**src/rtl/ahb_lite_ram_port_if.sv**
```systemverilog
// AHB-Lite bus bundle between a master and the RAM port slave.
// The master drives the address/control and write data; the slave returns read data and response.
interface ahb_lite_ram_port_if;
  logic        HSEL;
  logic [31:0] HADDR;
  logic [1:0]  HTRANS;
  logic        HWRITE;
  logic [2:0]  HSIZE;
  logic [31:0] HWDATA;
  logic [31:0] HRDATA;
  logic        HREADY;
  logic        HRESP;

  modport master (
    output HSEL, HADDR, HTRANS, HWRITE, HSIZE, HWDATA,
    input  HRDATA, HREADY, HRESP
  );

  modport slave (
    input  HSEL, HADDR, HTRANS, HWRITE, HSIZE, HWDATA,
    output HRDATA, HREADY, HRESP
  );
endinterface

```
**src/rtl/ahb_lite_ram_port.sv**
```systemverilog
// Zero-wait-state AHB-Lite slave in front of four byte-lane synchronous RAMs,
// with a one-shot read-after-write bypass and a two-cycle ERROR response.
module ahb_lite_ram_port #(
  parameter int RAM_ADDR_WIDTH = 6
) (
  input  logic                      HCLK,
  input  logic                      HRESETn,
  ahb_lite_ram_port_if.slave        ahb,
  output logic [RAM_ADDR_WIDTH-1:0] ram_read_addr,
  output logic [RAM_ADDR_WIDTH-1:0] ram_write_addr,
  output logic [31:0]               ram_wdata,
  output logic [3:0]                ram_we,
  input  logic [31:0]               ram_rdata
);

  typedef enum logic [1:0] {ST_OKAY, ST_ERR1, ST_ERR2} state_t;

  state_t                    r_state;
  state_t                    w_state_nxt;
  logic                      w_hready;
  logic                      w_hresp;
  logic                      w_accept;
  logic                      w_legal;
  logic [3:0]                w_mask;
  logic [RAM_ADDR_WIDTH-1:0] w_word;
  logic                      w_byp_hit;
  logic [31:0]               w_hrdata;

  logic                      r_wr_pend;
  logic [RAM_ADDR_WIDTH-1:0] r_waddr;
  logic [3:0]                r_mask;
  logic                      r_byp_vld;
  logic [3:0]                r_byp_mask;
  logic [31:0]               r_byp_data;

  function automatic logic [3:0] byte_mask(input logic [2:0] size, input logic [1:0] off);
    case (size)
      3'd0:    byte_mask = 4'b0001 << off;
      3'd1:    byte_mask = 4'b0011 << off;
      default: byte_mask = 4'b1111;
    endcase
  endfunction

  function automatic logic is_legal(input logic [2:0] size, input logic [1:0] off);
    case (size)
      3'd0:    is_legal = 1'b1;
      3'd1:    is_legal = ~off[0];
      3'd2:    is_legal = (off == 2'b00);
      default: is_legal = 1'b0;
    endcase
  endfunction

  // Upper HADDR bits are dropped here, which makes the RAM alias across the map.
  assign w_word    = ahb.HADDR[RAM_ADDR_WIDTH+1:2];
  assign w_hready  = (r_state != ST_ERR1);
  assign w_hresp   = (r_state != ST_OKAY);
  assign w_accept  = ahb.HSEL & ahb.HTRANS[1] & w_hready;
  assign w_legal   = is_legal(ahb.HSIZE, ahb.HADDR[1:0]);
  assign w_mask    = byte_mask(ahb.HSIZE, ahb.HADDR[1:0]);
  assign w_byp_hit = r_wr_pend & w_accept & w_legal & ~ahb.HWRITE & (w_word == r_waddr);

  always_comb begin
    w_state_nxt = r_state;
    case (r_state)
      ST_OKAY: if (w_accept && !w_legal) w_state_nxt = ST_ERR1;
      ST_ERR1: w_state_nxt = ST_ERR2;
      ST_ERR2: w_state_nxt = (w_accept && !w_legal) ? ST_ERR1 : ST_OKAY;
      default: w_state_nxt = ST_OKAY;
    endcase
  end

  always_ff @(posedge HCLK or negedge HRESETn) begin
    if (!HRESETn) begin
      r_state    <= ST_OKAY;
      r_wr_pend  <= 1'b0;
      r_waddr    <= '0;
      r_mask     <= 4'b0000;
      r_byp_vld  <= 1'b0;
      r_byp_mask <= 4'b0000;
    end else begin
      r_state   <= w_state_nxt;
      r_wr_pend <= w_accept & w_legal & ahb.HWRITE;
      if (w_accept && w_legal) begin
        r_waddr <= w_word;
        r_mask  <= w_mask;
      end
      r_byp_vld <= w_byp_hit;
      if (w_byp_hit) r_byp_mask <= r_mask;
    end
  end

  // Bypass data is qualified by r_byp_vld, so it needs no reset.
  always_ff @(posedge HCLK) begin
    if (w_byp_hit) r_byp_data <= ahb.HWDATA;
  end

  always_comb begin
    w_hrdata = ram_rdata;
    if (r_byp_vld) begin
      for (int i = 0; i < 4; i++) begin
        if (r_byp_mask[i]) w_hrdata[8*i +: 8] = r_byp_data[8*i +: 8];
      end
    end
  end

  // ram_we follows the async-cleared pending flag, so reset kills a write mid-phase.
  assign ram_we         = r_wr_pend ? r_mask : 4'b0000;
  assign ram_write_addr = r_waddr;
  assign ram_wdata      = ahb.HWDATA;
  assign ram_read_addr  = w_word;

  assign ahb.HRDATA = w_hrdata;
  assign ahb.HREADY = w_hready;
  assign ahb.HRESP  = w_hresp;

endmodule

```
**src/flat_wrapper.sv**
```systemverilog
// flat-port wrapper written by rule: the top's interface ports become plain ports
module ahb_lite_ram_port_flat 
#(
  parameter int RAM_ADDR_WIDTH = 6
)
  (HCLK, HRESETn, ram_read_addr, ram_write_addr, ram_wdata, ram_we, ram_rdata, ahb_HSEL, ahb_HADDR, ahb_HTRANS, ahb_HWRITE, ahb_HSIZE, ahb_HWDATA, ahb_HRDATA, ahb_HREADY, ahb_HRESP);
  ahb_lite_ram_port_if ahb_i ();
  input  logic HCLK;
  input  logic HRESETn;
  output logic [RAM_ADDR_WIDTH-1:0] ram_read_addr;
  output logic [RAM_ADDR_WIDTH-1:0] ram_write_addr;
  output logic [31:0] ram_wdata;
  output logic [3:0] ram_we;
  input  logic [31:0] ram_rdata;
  input wire logic [$bits(ahb_i.HSEL)-1:0] ahb_HSEL;
  input wire logic [$bits(ahb_i.HADDR)-1:0] ahb_HADDR;
  input wire logic [$bits(ahb_i.HTRANS)-1:0] ahb_HTRANS;
  input wire logic [$bits(ahb_i.HWRITE)-1:0] ahb_HWRITE;
  input wire logic [$bits(ahb_i.HSIZE)-1:0] ahb_HSIZE;
  input wire logic [$bits(ahb_i.HWDATA)-1:0] ahb_HWDATA;
  output wire logic [$bits(ahb_i.HRDATA)-1:0] ahb_HRDATA;
  output wire logic [$bits(ahb_i.HREADY)-1:0] ahb_HREADY;
  output wire logic [$bits(ahb_i.HRESP)-1:0] ahb_HRESP;
  assign ahb_i.HSEL = ahb_HSEL;
  assign ahb_i.HADDR = ahb_HADDR;
  assign ahb_i.HTRANS = ahb_HTRANS;
  assign ahb_i.HWRITE = ahb_HWRITE;
  assign ahb_i.HSIZE = ahb_HSIZE;
  assign ahb_i.HWDATA = ahb_HWDATA;
  assign ahb_HRDATA = ahb_i.HRDATA;
  assign ahb_HREADY = ahb_i.HREADY;
  assign ahb_HRESP = ahb_i.HRESP;
  ahb_lite_ram_port #(.RAM_ADDR_WIDTH(RAM_ADDR_WIDTH)) u_core (.HCLK(HCLK), .HRESETn(HRESETn), .ahb(ahb_i), .ram_read_addr(ram_read_addr), .ram_write_addr(ram_write_addr), .ram_wdata(ram_wdata), .ram_we(ram_we), .ram_rdata(ram_rdata));
endmodule
```
**config.mk**
```make
export PLATFORM = sky130hd
export DESIGN_NAME = ahb_lite_ram_port_flat
export DESIGN_NICKNAME = d
export VERILOG_FILES = /design/src/rtl/ahb_lite_ram_port_if.sv /design/src/rtl/ahb_lite_ram_port.sv /design/src/flat_wrapper.sv
export SDC_FILE = /design/constraint.sdc
export NUM_CORES = 1
export LEC_CHECK = 0
export BUFFER_PORTS_ARGS = -buffer_cell sky130_fd_sc_hd__buf_2
export CELL_PAD_IN_SITES_DETAIL_PLACEMENT = 0
export CELL_PAD_IN_SITES_GLOBAL_PLACEMENT = 1
export CORE_ASPECT_RATIO = 0.75
export CORE_UTILIZATION = 29
export DETAILED_ROUTE_END_ITERATION = 8
export PLACE_DENSITY_LB_ADDON = 0.1
export SLEW_MARGIN = 20
export SYNTH_ARGS = -nofsm -noshare
export SYNTH_HDL_FRONTEND = slang
export SYNTH_SLANG_ARGS = --single-unit
```
**constraint.sdc**
```tcl
create_clock -name HCLK -period 5.3 [get_ports HCLK]
set_input_delay 1.06 -clock HCLK [delete_from_list [all_inputs] [get_ports HCLK]]
set_output_delay 1.06 -clock HCLK [all_outputs]
set_load 0.01 [all_outputs]
```
Word-level counts from Yosys, hierarchy flattened

Cells that the tools add are included.

Add/sub/neg operators: 0
Multipliers: 0
Div/mod/pow operators: 0
$lt $le $gt $ge: 0
Equality and inequality tests: 7
Shifts and indexed selects: 2
Multiplexer cells: 11
Bitwise gates (word level): 10
Reductions and logical operators: 7

Operators with widths:

| operator              | count |
|---|---|
| $mux W32              | 1 |
| $mux W8               | 4 |
| $and A1 B1 Y1         | 8 |
| $pmux W4 S2           | 1 |
| $eq A6 B6 Y1          | 1 |
| $pmux W2 S3           | 1 |
| $logic_not A2 Y1      | 2 |
| $mux W4               | 1 |
| $ne A2 B1 Y1 const B  | 2 |
| $shl A1 B2 Y4 const A | 1 |
| $shl A2 B2 Y4 const A | 1 |
| $eq A3 B1 Y1 const B  | 1 |
| $eq A3 B2 Y1 const B  | 1 |
| $logic_not A3 Y1      | 1 |
| $pmux W1 S3           | 1 |
| $eq A2 B1 Y1 const B  | 1 |
| $eq A2 B2 Y1 const B  | 1 |
| $logic_and A1 B1 Y1   | 2 |
| $mux W2               | 1 |
| $not A1 Y1            | 2 |
| $reduce_bool A2 Y1    | 1 |
| $logic_not A1 Y1      | 1 |
| $mux W1               | 1 |

Bits in registers: 50
Bits in latches: 0
RAM bits: 0
ROM bits: 0
Word-level logic and storage cells: 44
Memories kept: 0

Longest topological paths before layout

Gate-level depths: netlist of the first run.

Depth after elaboration: 6
Gate-level depth with buffers: 5
Mapped depth without buffers: 4

Worst setup path after synthesis of the first run

Ideal clock, no wire load.

Kind: input-to-reg
Start: input ahb_HADDR[0]
End: register u_core.r_byp_data[0], enable pin
Arrival time: 4,300 ps
Data required time: 4,830 ps
Path slack: 531 ps
Cell stages on the path: 5
Buffers on the path: 1
Cell sequence: or3_4 > a21oi_2 > nand2_2 > buf_6 > nor3b_1

Cells in the longest elaborated chain, start to end: 5
Elaborated cells on any way between the ends: 6
Those cells by class: 1 x mux; 4 x bitwise; 1 x reduce/logical

RTL lines:

| what                                                  | line                                             | source |
|---|---|---|
| from (decl)                                           | flat_wrapper.sv:16                               | `input wire logic [$bits(ahb_i.HADDR)-1:0] ahb_HADDR;` |
| $logic_not A2 Y1 / $not A1 Y1 (equally long branches) | ahb_lite_ram_port.sv:48, ahb_lite_ram_port.sv:47 |  |
| $pmux W1 S3 (*)                                       | ahb_lite_ram_port.sv:45                          | `case (size)` |
| $and A1 B1 Y1 (*) (3 in series)                       | ahb_lite_ram_port.sv:60                          | `assign w_byp_hit = r_wr_pend & w_accept & w_legal & ~ahb.HWRITE & (w_word == r_waddr);` |
| via u_core.w_byp_hit                                  | ahb_lite_ram_port.sv:26                          | `logic w_byp_hit;` |
| to (signal assigned)                                  | ahb_lite_ram_port.sv:94                          | `if (w_byp_hit) r_byp_data <= ahb.HWDATA;` |
| to (decl)                                             | ahb_lite_ram_port.sv:34                          | `logic [31:0] r_byp_data;` |

Mark *: on every way through the listed nets, which the timed path passes. The rest lies on a longest branch.
A chain may end at the register's enable or synchronous reset.

Final worst setup path of the first run

Start: input ahb_HADDR[0]
End: register u_core.r_byp_data[27], enable pin

Same word-level chain as after synthesis.

==> impl_metrics.json, run 1 <==
{
  "core_area_mm2": 0.00813,
  "synth_top_area_cell": "edfxtp_1",
  "drtIter0Drc": 34,
  "initial_core_util_pct": 30.8,
  "ff_latch_area_mm2": 0.00141,
  "routed-wl-met2_um": 2500,
  "finalCriticalPeriod_ns": 2.82,
  "slew_violations": 0,
  "wl_met1_um": 2370,
  "max-vdd-ir-drop_mv": 0.121,
  "grt.total_usage_pct": 11.9,
  "route.met3.wl_um": 372,
  "min_to": "u_core.r_state[0]",
  "postSynthCellCount": 176,
  "ff2ff_path_depth": 5,
  "rsz0062_at_grt": "no",
  "antenna_found_initial": 0,
  "fillerInstances": 786,
  "cts_tree": "done",
  "post_cts_buffers": 0,
  "worst-setup-path-type": "in2reg",
  "p_leak_nw": 1.58,
  "rows": 28,
  "hpwl_um": 4090,
  "dpl_cell_area_mm2": 0.00316,
  "critical_path.startpoint_type": "input port",
  "numClockSinks": 50,
  "finClkSkew_ns": 0.00209,
  "multi_input_area_um2": 788,
  "cts_hold_buf": 0,
  "syn_to_final_growth_pct": 32.0,
  "worst_ep_required_time_ns": 5.23,
  "design.die.area_mm2": 0.00901,
  "hold_start": "u_core.r_state[0]",
  "worst_hold_path_type": "reg2reg",
  "path_clk_slew_ns": 0.06,
  "ys_seq_area_share_pct": 56.4,
  "cap_viol_max_count": 0,
  "total_power_mw": 0.933,
  "numCtsBuffers": 5,
  "first_pass_iters": 3,
  "die_height_um": 82.4,
  "finalSetupViolCount": 0,
  "ant_nets": 0,
  "htree_levels": 2,
  "crit_fanout": 33,
  "clockBufferDepth": 2,
  "post_cts_resized": 0,
  "relSlewSlack_pct": 69.7,
  "finalCritPeriodShare_pct": 53.2,
  "final_nets": 411,
  "root_buffer": "clkbuf_16",
  "grt_pass1_vias": 1643,
  "r2r_slack_ns": 3.28,
  "die_w_um": 109,
  "synth_top_area_share_pct": 38.4,
  "whs_path_depth": 1,
  "finalWirelength_um": 5270,
  "num_antenna_cells": 0,
  "setup_tns_ns": 0,
  "ios": 187,
  "yosys-top-cells-area": "edfxtp_1 (38%), dfrtp_1 (18%), mux2_2 (17%)",
  "hold_viol_final": 0,
  "p_per_area_mw_per_mm2": 282,
  "grt_max_degree": 34,
  "fmaxAchievable_mhz": 355,
  "dr.max_layer_used": "met4",
  "final_area_mm2": 0.00330,
  "synth_nets": 281,
  "clock_latency_ns": 0.28,
  "place.gp.congestion": 0.752,
  "synth_warnings": 0,
  "synthDistinctLibCells": 28,
  "synth_seq_cells": 50,
  "grt_first_pass_wirelength_um": 7960,
  "end_kind": "flop",
  "r2r_end": "u_core.r_byp_data[27]",
  "worst_pin_slew_ns": 0.454,
  "routedWlPerCell_um": 12.8,
  "syn_area_mm2": 0.00250,
  "drc": 0,
  "viasPerCell": 4.17,
  "r2r_start": "u_core.r_state[0]",
  "syn_avg_cell_area_um2": 14.2,
  "port_buffers": 161,
  "gr-total-overflow": 0,
  "vias": 1719,
  "arrival_ns": 2.75,
  "status": "finished, final reports clean",
  "drive_above_1_share_pct": 72.0
}
state kept, by name, indices dropped and copies added (netlist names):
| name | count |
|---|---|
| u_core.ram_write_addr | 6 |
| u_core.r_byp_vld | 1 |
| u_core.r_state | 2 |
| u_core.r_wr_pend | 1 |
| u_core.r_mask | 4 |
| u_core.r_byp_mask | 4 |
| u_core.r_byp_data | 32 |
worst max-delay path by stage:
stage	slack, ns	from	to	cells past startpoint
after CTS	2.47	ahb_HADDR[0]	u_core.r_byp_data[29]	6
after global placement	2.17	ahb_HADDR[0]	u_core.r_byp_data[13]	6
after detailed placement	2.17	ahb_HADDR[0]	u_core.r_byp_data[13]	6
after floorplan	0.53	ahb_HADDR[0]	u_core.r_byp_data[0]	5
after global routing	2.35	ahb_HADDR[0]	u_core.r_byp_data[19]	6
final	2.48	ahb_HADDR[0]	u_core.r_byp_data[27]	6
cells by family after synthesis:
| kind of cell | after synthesis | share of synthesized area, % |
|---|---|---|
| AND/OR/NAND/NOR | 25 | 5.60 |
| buffers and inverters | 42 | 12.3 |
| AO/OA/AOI/OAI | 7 | 1.75 |
| multiplexers | 46 | 21.9 |
| XOR/XNOR | 6 | 2.10 |
| flip-flops | 50 | 56.4 |
power breakdown:
group          internal (mW)  switching [mW]  total [mW]
registers              0.436          0.0184       0.455
logic                 0.0919          0.0701       0.162
clock network          0.187           0.129       0.316
cell usage after synthesis:
| library cell | n |
|---|---|
| nor3b_1 | 1 |
| mux2_4 | 8 |
| xor2_1 | 3 |
| and3_2 | 1 |
| mux2_2 | 37 |
| nor2_1 | 3 |
| mux2i_1 | 1 |
| edfxtp_1 | 32 |
| buf_6 | 1 |
| dfrtp_1 | 18 |
| or2_2 | 1 |
| buf_4 | 38 |
| a31oi_1 | 1 |
| nand2b_1 | 1 |
| nand3_1 | 1 |
| nand2_1 | 6 |
| nand2_2 | 1 |
| a21o_2 | 1 |
| or3_4 | 1 |
| o21ai_0 | 4 |
| nor3_1 | 2 |
| nor4_1 | 1 |
| inv_1 | 3 |
| nor2b_1 | 1 |
| xnor2_1 | 3 |
| a21oi_2 | 1 |
| and2_1 | 4 |
| nand4b_1 | 1 |
cell usage in the layout (no fill, tap or decap), drive strengths merged, types with 2 or more instances in the layout:
cell type	netlist	layout
and2	4	4
buf	39	162
clkbuf	0	7
dfrtp	18	18
edfxtp	32	32
inv	3	3
mux2	45	45
nand2	7	7
nor2	3	3
nor3	2	2
o21ai	4	4
xnor2	3	3
xor2	3	3
stage by stage:
step                      instances  setup slack, ns  hold slack, ns  utilization (%)
after detailed placement        404             2.17           0.446             38.8
after global routing            412             2.35           0.477             40.6
after floorplan                 176            0.531           0.419                -
after global placement          404             2.17           0.450             38.8
after CTS                       412             2.47           0.454             40.6
final                           412             2.48           0.449             40.6
routing by layer:
metal / vias to the layer above / global-route usage (%)
li1: 847 / -
met5: - / 0
met1: 786 / 15.0
met4: 0 / 3.60
met3: 4 / 2.98
met2: 82 / 20.3
final cells by class:
type / count / share of cell area [%]
Sequential cell: 50 / 42.7
Tap cell: 105 / 3.98
Clock inverter: 1 / 0.152
Timing Repair Buffer: 162 / 24.6
Inverter: 3 / 0.341
Multi-Input combinational cell: 84 / 23.9
Clock buffer: 7 / 4.32
worst max-delay path: stages:
cell and delay [ns]:
buf_2 0.13, or3_4 0.39, a21oi_2 0.21, nand2_2 0.26
nor3b_2 0.24, buf_4 0.42
Power figures use the tool's default switching activity.
==> run 2: changes to the inputs <==
clock period = 2.7 ns   (was 5.3 ns; I/O delays follow)
==> impl_metrics.json, run 2 (same netlist as run 1, synthesis figures left out) <==
{
  "critical_path.startpoint_type": "flop",
  "largest_register_ffs": 32,
  "post_cts_resized": 0,
  "r2r_start": "u_core.ram_write_addr[3]",
  "finalCritPeriodShare_pct": 78.1,
  "worst_ep_required_time_ns": 2.16,
  "cp_slowest_stage_delay_ns": 0.42,
  "grt.total_usage_pct": 12.1,
  "gr-total-overflow": 0,
  "numCtsBuffers": 5,
  "ant_nets": 0,
  "cts_tree": "done",
  "post-place-ws_ns": 0.500,
  "multi_input_area_um2": 795,
  "design.die.area_mm2": 0.00901,
  "grt_first_pass_wirelength_um": 8030,
  "hold_viol_final": 0,
  "cap_viol_max_count": 0,
  "syn_to_final_growth_pct": 33.0,
  "p_leak_nw": 1.60,
  "antenna_found_initial": 0,
  "root_buffer": "clkbuf_16",
  "largest_register": "u_core.r_byp_data",
  "final_cell_mix": "buf_2 (161), mux2_2 (37), edfxtp_1 (32)",
  "finalCriticalPeriod_ns": 2.11,
  "grt_max_degree": 29,
  "placed_cells": 406,
  "setup_tns_ns": 0,
  "fmaxAchievable_mhz": 474,
  "fillerInstances": 821,
  "rows": 28,
  "clock_latency_ns": 0.29,
  "max-vdd-ir-drop_mv": 0.204,
  "total_power_mw": 1.82,
  "path_clk_slew_ns": 0.07,
  "ios": 187,
  "final_cells": 414,
  "vias": 1786,
  "finalSetupViolCount": 0,
  "routedWlPerCell_um": 13.3,
  "r2r_end": "u_core.r_byp_data[21]",
  "port_buffers": 161,
  "die_height_um": 82.4,
  "grt_pass1_vias": 1682,
  "layout_commonest_cell": "buf_2",
  "post_cts_buffers": 0,
  "place.gp.congestion": 0.652,
  "ff_latch_area_mm2": 0.00141,
  "hpwl_um": 4170,
  "path_cells": "nand2_1 > mux2_2 > buf_2",
  "finalWirelength_um": 5490,
  "rsz0062_at_grt": "no",
  "drive_above_1_share_pct": 72.2,
  "viasPerCell": 4.31,
  "end_kind": "output pin",
  "drtIter0Drc": 33,
  "slew_violations": 0,
  "finClkSkew_ns": 0.00641,
  "htree_levels": 2,
  "die_w_um": 109,
  "cts_hold_buf": 0,
  "crit_fanout": 8,
  "core_area_mm2": 0.00813,
  "final_nets": 413,
  "worst_hold_path_type": "in2async",
  "r2r_slack_ns": 0.93,
  "worst-setup-path-type": "reg2out",
  "worst_pin_slew_ns": 0.431,
  "clockBufferDepth": 2,
  "initial_core_util_pct": 30.8,
  "status": "finished, final reports clean",
  "whs_ns": 0.184,
  "numClockSinks": 50,
  "arrival_ns": 1.57,
  "fin_ws_ns": 0.590,
  "ff2ff_path_depth": 4,
  "crit_slowest_cell": "dfrtp_1",
  "p_per_area_mw_per_mm2": 548,
  "relSlewSlack_pct": 71.3,
  "num_antenna_cells": 0,
  "drc": 0,
  "first_pass_iters": 4
}
## run 2: how the worst max path moves through the flow
| stage | from | endpoint | slack [ns] | depth (start not counted) |
|---|---|---|---|---|
| after floorplan | ahb_HADDR[0] | u_core.r_byp_data[0] | 0.05 | 5 |
| after global placement | ahb_HADDR[0] | u_core.r_byp_data[21] | 0.52 | 6 |
| after detailed placement | ahb_HADDR[0] | u_core.r_byp_data[15] | 0.50 | 6 |
| after CTS | u_core.r_byp_vld | ahb_HRDATA[12] | 0.55 | 3 |
| after global routing | u_core.r_byp_vld | ahb_HRDATA[13] | 0.51 | 3 |
| final | u_core.r_byp_vld | ahb_HRDATA[12] | 0.59 | 3 |
## run 2: cell type report
type / count / area share (%)
flip-flops and latches: 50 / 42.4
repair buffers: 164 / 25.3
multi-input cells: 84 / 23.9
well taps: 105 / 3.95
clock buffers: 6 / 3.87
inverters: 3 / 0.338
clock inverters: 2 / 0.301
## run 2: critical path: cells and delay by family (launching register included)
family / cells / cell delay, ns
buffers and inverters: 1 / 0.14
and+or+nand+nor: 1 / 0.34
muxes: 1 / 0.39
DFF: 1 / 0.42
## run 2: power breakdown
group | switching, mW | total (mW) | internal, mW
clock | 0.272 | 0.613 | 0.341
combinational | 0.140 | 0.321 | 0.181
sequential | 0.0329 | 0.889 | 0.856
## run 2: layer usage
layer	vias to the layer above	wire (µm)	share of wire (%)	GRT usage, %
met3	5	450	8.2	3.45
met4	0	36	0.66	3.60
li1	854	-	-	-
met1	844	2440	44	15.0
met2	83	2570	47	20.4
met5	-	0	0	0
## run 2: stage by stage
stage	instance area [µm²]	util [%]
2_1_floorplan	2510	-
3_3_place_gp	3190	39.2
3_5_place_dp	3190	39.2
4_1_cts	3330	40.9
5_1_grt	3330	40.9
6_report	3330	40.9
